### config.mk
export PLATFORM = sky130hd
export DESIGN_NAME = dec_scan_sequencer_flat
export DESIGN_NICKNAME = d
export VERILOG_FILES = /design/src/rtl/dec_scan_sequencer_if.sv /design/src/rtl/dec_scan_sequencer.sv /design/src/flat_wrapper.sv
export SDC_FILE = /design/constraint.sdc
export NUM_CORES = 1
export LEC_CHECK = 0
export CORE_AREA = 5 5 79 81
export DETAILED_ROUTE_END_ITERATION = 8
export DIE_AREA = 0 0 84 86
export HOLD_SLACK_MARGIN = 0.06
export MAX_ROUTING_LAYER = met4
export PLACE_DENSITY = 0.77
export SETUP_SLACK_MARGIN = 0.5
export SYNTH_ARGS = -nofsm -noshare
export SYNTH_HDL_FRONTEND = slang
export SYNTH_SLANG_ARGS = --single-unit
### constraint.sdc
create_clock -name clk -period 2.5 [get_ports clk]
set_clock_uncertainty 0.2 [all_clocks]
set_input_delay 0.5 -clock clk [delete_from_list [all_inputs] [get_ports clk]]
set_output_delay 0.5 -clock clk [all_outputs]
set_load 0.1 [all_outputs]
### src/rtl/dec_scan_sequencer_if.sv
// Control/status bundle between a scan controller and the decoder scan sequencer.
// The controller owns start/stop/mode/mask/dwell; the sequencer owns en/w/busy/done.
interface dec_scan_sequencer_if #(
  parameter int DWELL_W = 8
);
  logic               start;
  logic               stop;
  logic               mode;
  logic [15:0]        mask;
  logic [DWELL_W-1:0] dwell;
  logic               en;
  logic [3:0]         w;
  logic               busy;
  logic               done;

  modport master (
    output start, stop, mode, mask, dwell,
    input  en, w, busy, done
  );

  modport slave (
    input  start, stop, mode, mask, dwell,
    output en, w, busy, done
  );
endinterface

### src/rtl/dec_scan_sequencer.sv
// Steps a 4-to-16 decoder through the set bits of a latched mask, holding each
// selection for a dwell time with a one-cycle blank between selections.
module dec_scan_sequencer #(
  parameter int DWELL_W = 8
) (
  input  logic                 clk,
  input  logic                 resetn,
  dec_scan_sequencer_if.slave  bus
);

  typedef enum logic [1:0] {IDLE, SCAN, BLANK} state_t;

  localparam logic [DWELL_W-1:0] DWELL_ONE = {{(DWELL_W-1){1'b0}}, 1'b1};

  state_t             state_reg;
  logic [15:0]        mask_reg;
  logic               mode_reg;
  logic [DWELL_W-1:0] dwell_reg;
  logic [DWELL_W-1:0] cnt_reg;
  logic [3:0]         w_reg;
  logic               en_reg;
  logic               busy_reg;
  logic               done_reg;

  logic [3:0]         first_idx;
  logic [15:0]        above_mask;
  logic [3:0]         above_idx;
  logic [3:0]         wrap_idx;
  logic [3:0]         next_idx;
  logic               next_valid;
  logic [DWELL_W-1:0] start_dwell;

  // A dwell of zero still produces one enabled cycle.
  assign start_dwell = (bus.dwell == '0) ? DWELL_ONE : bus.dwell;

  always_comb begin
    first_idx = '0;
    for (int i = 15; i >= 0; i--) begin
      if (bus.mask[i]) first_idx = 4'(i);
    end
  end

  for (genvar gi = 0; gi < 16; gi++) begin : g_above
    assign above_mask[gi] = mask_reg[gi] && (4'(gi) > w_reg);
  end

  // Latched mask is never zero while busy, so wrap_idx is always a real bit.
  always_comb begin
    above_idx = '0;
    wrap_idx  = '0;
    for (int i = 15; i >= 0; i--) begin
      if (above_mask[i]) above_idx = 4'(i);
      if (mask_reg[i])   wrap_idx  = 4'(i);
    end
    next_valid = (above_mask != '0) || mode_reg;
    next_idx   = (above_mask != '0) ? above_idx : wrap_idx;
  end

  always_ff @(posedge clk or negedge resetn) begin
    if (!resetn) begin
      state_reg <= IDLE;
      mask_reg  <= '0;
      mode_reg  <= 1'b0;
      dwell_reg <= '0;
      cnt_reg   <= '0;
      w_reg     <= '0;
      en_reg    <= 1'b0;
      busy_reg  <= 1'b0;
      done_reg  <= 1'b0;
    end else begin
      done_reg <= 1'b0;
      case (state_reg)
        IDLE: begin
          if (bus.start && !bus.stop && (bus.mask != '0)) begin
            mask_reg  <= bus.mask;
            mode_reg  <= bus.mode;
            dwell_reg <= start_dwell;
            cnt_reg   <= start_dwell;
            w_reg     <= first_idx;
            en_reg    <= 1'b1;
            busy_reg  <= 1'b1;
            state_reg <= SCAN;
          end
        end
        SCAN: begin
          if (bus.stop) begin
            en_reg    <= 1'b0;
            busy_reg  <= 1'b0;
            state_reg <= IDLE;
          end else if (cnt_reg <= DWELL_ONE) begin
            en_reg <= 1'b0;
            if (next_valid) begin
              state_reg <= BLANK;
            end else begin
              busy_reg  <= 1'b0;
              done_reg  <= 1'b1;
              state_reg <= IDLE;
            end
          end else begin
            cnt_reg <= cnt_reg - DWELL_ONE;
          end
        end
        BLANK: begin
          if (bus.stop) begin
            busy_reg  <= 1'b0;
            state_reg <= IDLE;
          end else begin
            w_reg     <= next_idx;
            cnt_reg   <= dwell_reg;
            en_reg    <= 1'b1;
            state_reg <= SCAN;
          end
        end
        default: begin
          en_reg    <= 1'b0;
          busy_reg  <= 1'b0;
          state_reg <= IDLE;
        end
      endcase
    end
  end

  assign bus.en   = en_reg;
  assign bus.w    = w_reg;
  assign bus.busy = busy_reg;
  assign bus.done = done_reg;

endmodule

### src/flat_wrapper.sv
// flat-port wrapper written by rule: the top's interface ports become plain ports
module dec_scan_sequencer_flat 
#(
  parameter int DWELL_W = 8
)
  (clk, resetn, bus_start, bus_stop, bus_mode, bus_mask, bus_dwell, bus_en, bus_w, bus_busy, bus_done);
  dec_scan_sequencer_if #(.DWELL_W(DWELL_W)) bus_i ();
  input  logic clk;
  input  logic resetn;
  input wire logic [$bits(bus_i.start)-1:0] bus_start;
  input wire logic [$bits(bus_i.stop)-1:0] bus_stop;
  input wire logic [$bits(bus_i.mode)-1:0] bus_mode;
  input wire logic [$bits(bus_i.mask)-1:0] bus_mask;
  input wire logic [$bits(bus_i.dwell)-1:0] bus_dwell;
  output wire logic [$bits(bus_i.en)-1:0] bus_en;
  output wire logic [$bits(bus_i.w)-1:0] bus_w;
  output wire logic [$bits(bus_i.busy)-1:0] bus_busy;
  output wire logic [$bits(bus_i.done)-1:0] bus_done;
  assign bus_i.start = bus_start;
  assign bus_i.stop = bus_stop;
  assign bus_i.mode = bus_mode;
  assign bus_i.mask = bus_mask;
  assign bus_i.dwell = bus_dwell;
  assign bus_en = bus_i.en;
  assign bus_w = bus_i.w;
  assign bus_busy = bus_i.busy;
  assign bus_done = bus_i.done;
  dec_scan_sequencer #(.DWELL_W(DWELL_W)) u_core (.clk(clk), .resetn(resetn), .bus(bus_i));
endmodule
==> results_dict.tcl, run 1 <==
set metrics [dict create \
    cp.arrival_ps 2320 \
    first_pass_iters 5 \
    seq_area_frac_synth 0.368 \
    layout.nets 449 \
    leakage_nw 1.89 \
    grt_pass1_wl_um 14800 \
    clockBufferDepth 2 \
    worst_pin_slew_ps 511 \
    routedWlPerCell_um 22.1 \
    synth-edff-count 0 \
    drv_cap 0 \
    synth_cell_types 62 \
    placementRows 27 \
    finalCritPeriodShare 0.942 \
    grtUsageTotal 0.267 \
    largest_reg_flops 16 \
    ff_latch_area_um2 1070 \
    yosysWarnings 0 \
    timing.rr.start "u_core.bus.w[3]$_DFFE_PN0P_" \
    drt_iter0_drc 304 \
    cp.required_ps 2470 \
    antenna_cells 0 \
    multi_input_area_um2 2090 \
    timing.slew.headroom 0.659 \
    reg2reg_slack_ps 150 \
    die-area_um2 7220 \
    setup_viol 0 \
    grt_setup_unrepaired "yes" \
    start_util 0.529 \
    hold_path_end "u_core.dwell_reg[0]$_DFFE_PN0P_" \
    routed_wl_um 10700 \
    cts_num_sinks 42 \
    drtAntennaViolNets 0 \
    overflow 0 \
    critPathCaptureType "flip-flop" \
    vias 3235 \
    portBuffers 35 \
    synth.avg_cell_area_um2 9.19 \
    cts_tree "yes" \
    cts_root_buf "clkbuf_8" \
    synth_area_leaders "dfrtp_1 (37%), mux2_2 (8.7%), nor2_1 (5.1%), a21oi_1 (3.5%), mux2_4 (3.2%)" \
    whs_path_depth 2 \
    mostFrequentLayoutCell "buf_4" \
    coreArea_um2 5410 \
    synth-seq-cells 42 \
    syn_nets 346 \
    syn-instance-count 311 \
    crit_type "flip-flop to flip-flop" \
    power-per-cell-area_nw_per_um2 1520 \
    irDropWorstVdd_mv 1.27 \
    pin_count 36 \
    first_global_vias 2945 \
    fmax_mhz 425 \
    setup_ws_ps 146 \
    areaGrowthSynthToFinish_pct 53.3 \
    r2r-end "u_core.bus.w[0]$_DFFE_PN0P_" \
    hold_class "flip-flop to flip-flop" \
    cts-htree-levels 2 \
    drv_slew 0 \
    cp-start-kind "flip-flop" \
    antenna_found_initial 0 \
    dieHeight_um 86 \
    via_per_inst 6.64 \
    drive_above_1_share 0.484 \
    post-route-util 0.811 \
    dpl_worst_slack_ps -222 \
    gp_congestion 0.893 \
    synth-main-ff-cell "dfrtp_1" \
    n_fill_cell 288 \
    hpwl_um 6050 \
    insertion_delay_ps 310 \
    netlist.area_leader.share 0.368 \
    period_needed_ps 2350 \
    rr_worst_depth 9 \
    async_flop_share 1.00 \
    hold_violations 0 \
    synth_top_area_cell "dfrtp_1" \
    min_from "u_core.dwell_reg[0]$_DFFE_PN0P_" \
    status "finished clean" \
    path_clk_slew_ps 80 \
    final_cell_mix "buf_4 (65), nor2_1 (33), dfrtp_1 (33)" \
    netlist_area_um2 2860 \
    cts_buffers 5 \
    die_x_um 84 \
    worstPathMaxFanout 6 \
    drc 0 \
    grt_max_degree 23 \
]
[power breakdown]
part	internal, W	switching [W]	leakage, nW
combinational	0.00205	0.00232	1.32
clock	0.000426	0.000257	0.0714
sequential	0.00106	0.000526	0.494
[final cells by class]
class | instances | share of cell area
Inverter | 16 | 0.0137
Clock buffer | 6 | 0.0188
Tap cell | 72 | 0.0206
Timing Repair Buffer | 108 | 0.211
Clock inverter | 2 | 0.0137
Multi-Input combinational cell | 241 | 0.478
Sequential cell | 42 | 0.245
[how the worst max path moves through the flow]
stage                             startpoint                             to  slack (ps)  cells past startpoint
6_report         u_core.bus.w[3]$_DFFE_PN0P_    u_core.bus.w[0]$_DFFE_PN0P_         150                      9
3_5_place_dp                    bus_mask[11]    u_core.bus.w[1]$_DFFE_PN0P_        -220                      8
5_1_grt        u_core.cnt_reg[5]$_DFFE_PN0P_  u_core.cnt_reg[7]$_DFFE_PN0P_         120                      7
2_1_floorplan    u_core.bus.w[0]$_DFFE_PN0P_    u_core.bus.w[0]$_DFFE_PN0P_         240                      7
3_3_place_gp                    bus_mask[12]  u_core.cnt_reg[4]$_DFFE_PN0P_        -180                      7
4_1_cts        u_core.cnt_reg[5]$_DFFE_PN0P_  u_core.cnt_reg[7]$_DFFE_PN0P_         250                      7
[worst max-delay path: stages (launching register included)]
cell and delay, ps:
dfrtp_4 530, clkbuf_2 170, buf_4 150, nor2_2 190
o21ai_2 100, buf_4 160, o2111ai_1 120, nor3_2 100
a2111oi_4 370, o22ai_2 120
[metrics by stage]
stage	power, W	std cells	TNS, ps	area, µm²	hold WS [ps]
after global routing	0.00695	487	0	4380	340
after detailed placement	0.00467	438	-5120	3580	287
after floorplan	0.00387	311	0	3000	4.41
final	0.00664	487	0	4380	302
after global placement	0.00459	438	-4190	3580	273
after CTS	0.00576	465	0	4020	298
[cells by family (layout without fill, tap and decap cells)]
group | Yosys count | in the layout | synth area share
flip-flops | 42 | 42 | 0.368
buffers and inverters | 28 | 132 | 0.0481
multiplexers | 33 | 33 | 0.136
AO/OA/AOI/OAI | 84 | 84 | 0.200
XOR/XNOR | 6 | 6 | 0.0184
AND/OR/NAND/NOR | 112 | 112 | 0.204
adder cells (fa/ha/maj) | 6 | 6 | 0.0263
[layer usage]
metal,share of wire,global-route usage,vias up
met2,0.50,0.446,227
met4,0.041,0.0994,0
met5,0,-,-
met1,0.38,0.328,1599
met3,0.080,0.0403,49
li1,-,-,1360
[synthesized netlist by cell type, drive strengths merged, types with 6 or more instances]
| cell | number |
|---|---|
| dfrtp | 42 |
| nor2 | 41 |
| mux2 | 29 |
| nand2 | 21 |
| a21oi | 20 |
| o21ai | 18 |
| inv | 16 |
| buf | 9 |
| nor3 | 9 |
| nand3 | 8 |
| nor4 | 8 |
| nand2b | 7 |
| nor2b | 7 |
| a221oi | 6 |
| ha | 6 |
[repair_timing]
item,CTS,global route
cloned,2,0
resized for setup,65,69
endpoints found under the setup margin,42,26
buffers inserted,16,22
pin swaps,19,20
hold endpoints to repair,21,0
hold buffers,1,0
No activity file was read; power rests on OpenSTA's default activity.
==> run 2: changes to the inputs <==
Settings changed: SETUP_SLACK_MARGIN 0.5 to default.
==> results_dict.tcl, run 2 (synthesis results as in run 1) <==
set metrics [dict create \
    cp-start-kind "input pin" \
    insertion_delay_ps 290 \
    cpMostUsedCell "buf_4" \
    period_needed_ps 2410 \
    grtUsageTotal 0.209 \
    worst_pin_slew_ps 786 \
    first_pass_iters 4 \
    hpwl_um 5600 \
    routedWlPerCell_um 16.2 \
    worstPathCellList "clkdlybuf4s50_1 -> nor4_1 -> buf_4 -> a41oi_1 -> buf_4 -> o32ai_1 -> buf_4 -> a21oi_1 -> o32a_1" \
    gp_congestion 0.976 \
    ff_latch_area_um2 1060 \
    cts_hold_buf 0 \
    clockBufferDepth 2 \
    areaGrowthSynthToFinish_pct 26.6 \
    tns_ps 0 \
    hold_slack_ps 90.8 \
    n_fill_cell 441 \
    status "finished clean" \
    cts_num_sinks 42 \
    antenna_cells 0 \
    cts_root_buf "clkbuf_8" \
    die_x_um 84 \
    leakage_nw 1.54 \
    drtAntennaViolNets 0 \
    largest_reg_flops 16 \
    cp.arrival_ps 2380 \
    routed_wl_um 7310 \
    start_util 0.529 \
    ctsResizeCount 1 \
    vias 2684 \
    critPathCaptureType "flip-flop" \
    power-per-cell-area_nw_per_um2 1380 \
    first_global_vias 2478 \
    via_per_inst 5.94 \
    die-area_um2 7220 \
    power_w 0.00500 \
    worstPathMaxFanout 4 \
    cts_tree "yes" \
    drc 0 \
    mostFrequentLayoutCell "buf_4" \
    cp.required_ps 2480 \
    layout.nets 414 \
    drt_iter0_drc 229 \
    finalCritPeriodShare 0.963 \
    antenna_found_initial 0 \
    overflow 0 \
    drv_cap 0 \
    crit_type "input pin to flip-flop" \
    fmax_mhz 415 \
    fin_area_um2 3620 \
    drv_slew 0 \
    grt_max_degree 37 \
    final_cell_mix "buf_4 (45), nor2_1 (38), dfrtp_1 (38)" \
    coreArea_um2 5410 \
    pin_count 36 \
    path_delay_family "buffers and inverters" \
    hold_class "input pin to asynchronous set/reset pin" \
    grt_setup_unrepaired "no" \
    placementRows 27 \
    cts_buffers 5 \
    path_clk_slew_ps 80 \
    dieHeight_um 86 \
    portBuffers 35 \
    drive_above_1_share 0.268 \
    placed_cell_area_um2 3490 \
    cts_setup_buffers 0 \
    crit_buf_inv 4 \
    cpPeakStageDelay_ps 420 \
    setup_viol 0 \
    cts-htree-levels 2 \
    multi_input_area_um2 1710 \
    irDropWorstVdd_mv 0.850 \
    cp_slowest_cell "clkdlybuf4s50_1" \
    timing.slew.headroom 0.476 \
    hold_violations 0 \
    grt_pass1_wl_um 12000 \
]
[run 2: changes by cell type in the layout (fill, tap and decap cells not counted), sizes merged]
cell           delta
clkinvlp          +1
buf              -37
clkdlybuf4s50    +18
clkinv            +1
dlygate4sd3       -1
bufinv            -2
clkbuf           -11
clkdlybuf4s15     -2
dlygate4sd2       -1
dlymetal6s2s      -1
[run 2: area by class of cell]
class | instances | area share
Multi-Input combinational cell | 241 | 0.471
Sequential cell | 42 | 0.292
Timing Repair Buffer | 73 | 0.169
Tap cell | 72 | 0.0249
Clock buffer | 6 | 0.0228
Inverter | 16 | 0.0166
Clock inverter | 2 | 0.00346
[run 2: worst paths after layout]
path                                                      start                              end  slack (ps)  depth (start not counted)
worst min register to register  u_core.dwell_reg[0]$_DFFE_PN0P_  u_core.dwell_reg[0]$_DFFE_PN0P_         310                          2
worst min-delay path                                     resetn  u_core.state_reg[1]$_DFFE_PN0P_          90                          1
worst max-delay path                                bus_mask[8]        u_core.bus.en$_DFFE_PN0P_          90                          9
max in group asynchronous                                resetn    u_core.cnt_reg[1]$_DFFE_PN0P_        1440                          2
worst max register to register      u_core.bus.w[2]$_DFFE_PN0P_      u_core.bus.w[0]$_DFFE_PN0P_         180                          6
min in group clk                u_core.dwell_reg[0]$_DFFE_PN0P_  u_core.dwell_reg[0]$_DFFE_PN0P_         310                          2
[run 2: worst register-to-register path: cells and delay by family, from the launching register on]
kind	cells	cell delay (ps)
DFF	1	490
AOI/OAI and AO/OA	3	800
and+or+nand+nor	3	710
[run 2: metrics by stage]
| stage | utilization | instances | setup slack, ps |
|---|---|---|---|
| after CTS | 0.664 | 452 | 56.4 |
| after floorplan | - | 311 | 4.30 |
| after global placement | 0.646 | 444 | -234 |
| after detailed placement | 0.646 | 444 | -313 |
| after global routing | 0.670 | 452 | 18.2 |
| final | 0.670 | 452 | 92.7 |
[run 2: routing by layer]
metal / GRT usage / up-vias / share of wire
li1: - / 1289 / -
met1: 0.291 / 1285 / 0.46
met2: 0.310 / 105 / 0.45
met3: 0.0500 / 5 / 0.084
met4: 0.0453 / 0 / 0.0059
met5: - / - / 0
[run 2: power breakdown]
| group | internal [W] | switching [W] | total (W) | leakage, nW |
|---|---|---|---|---|
| combinational | 0.00136 | 0.00169 | 0.00305 | 0.989 |
| clock | 0.000222 | 0.000233 | 0.000455 | 0.0472 |
| sequential | 0.00104 | 0.000456 | 0.00149 | 0.499 |
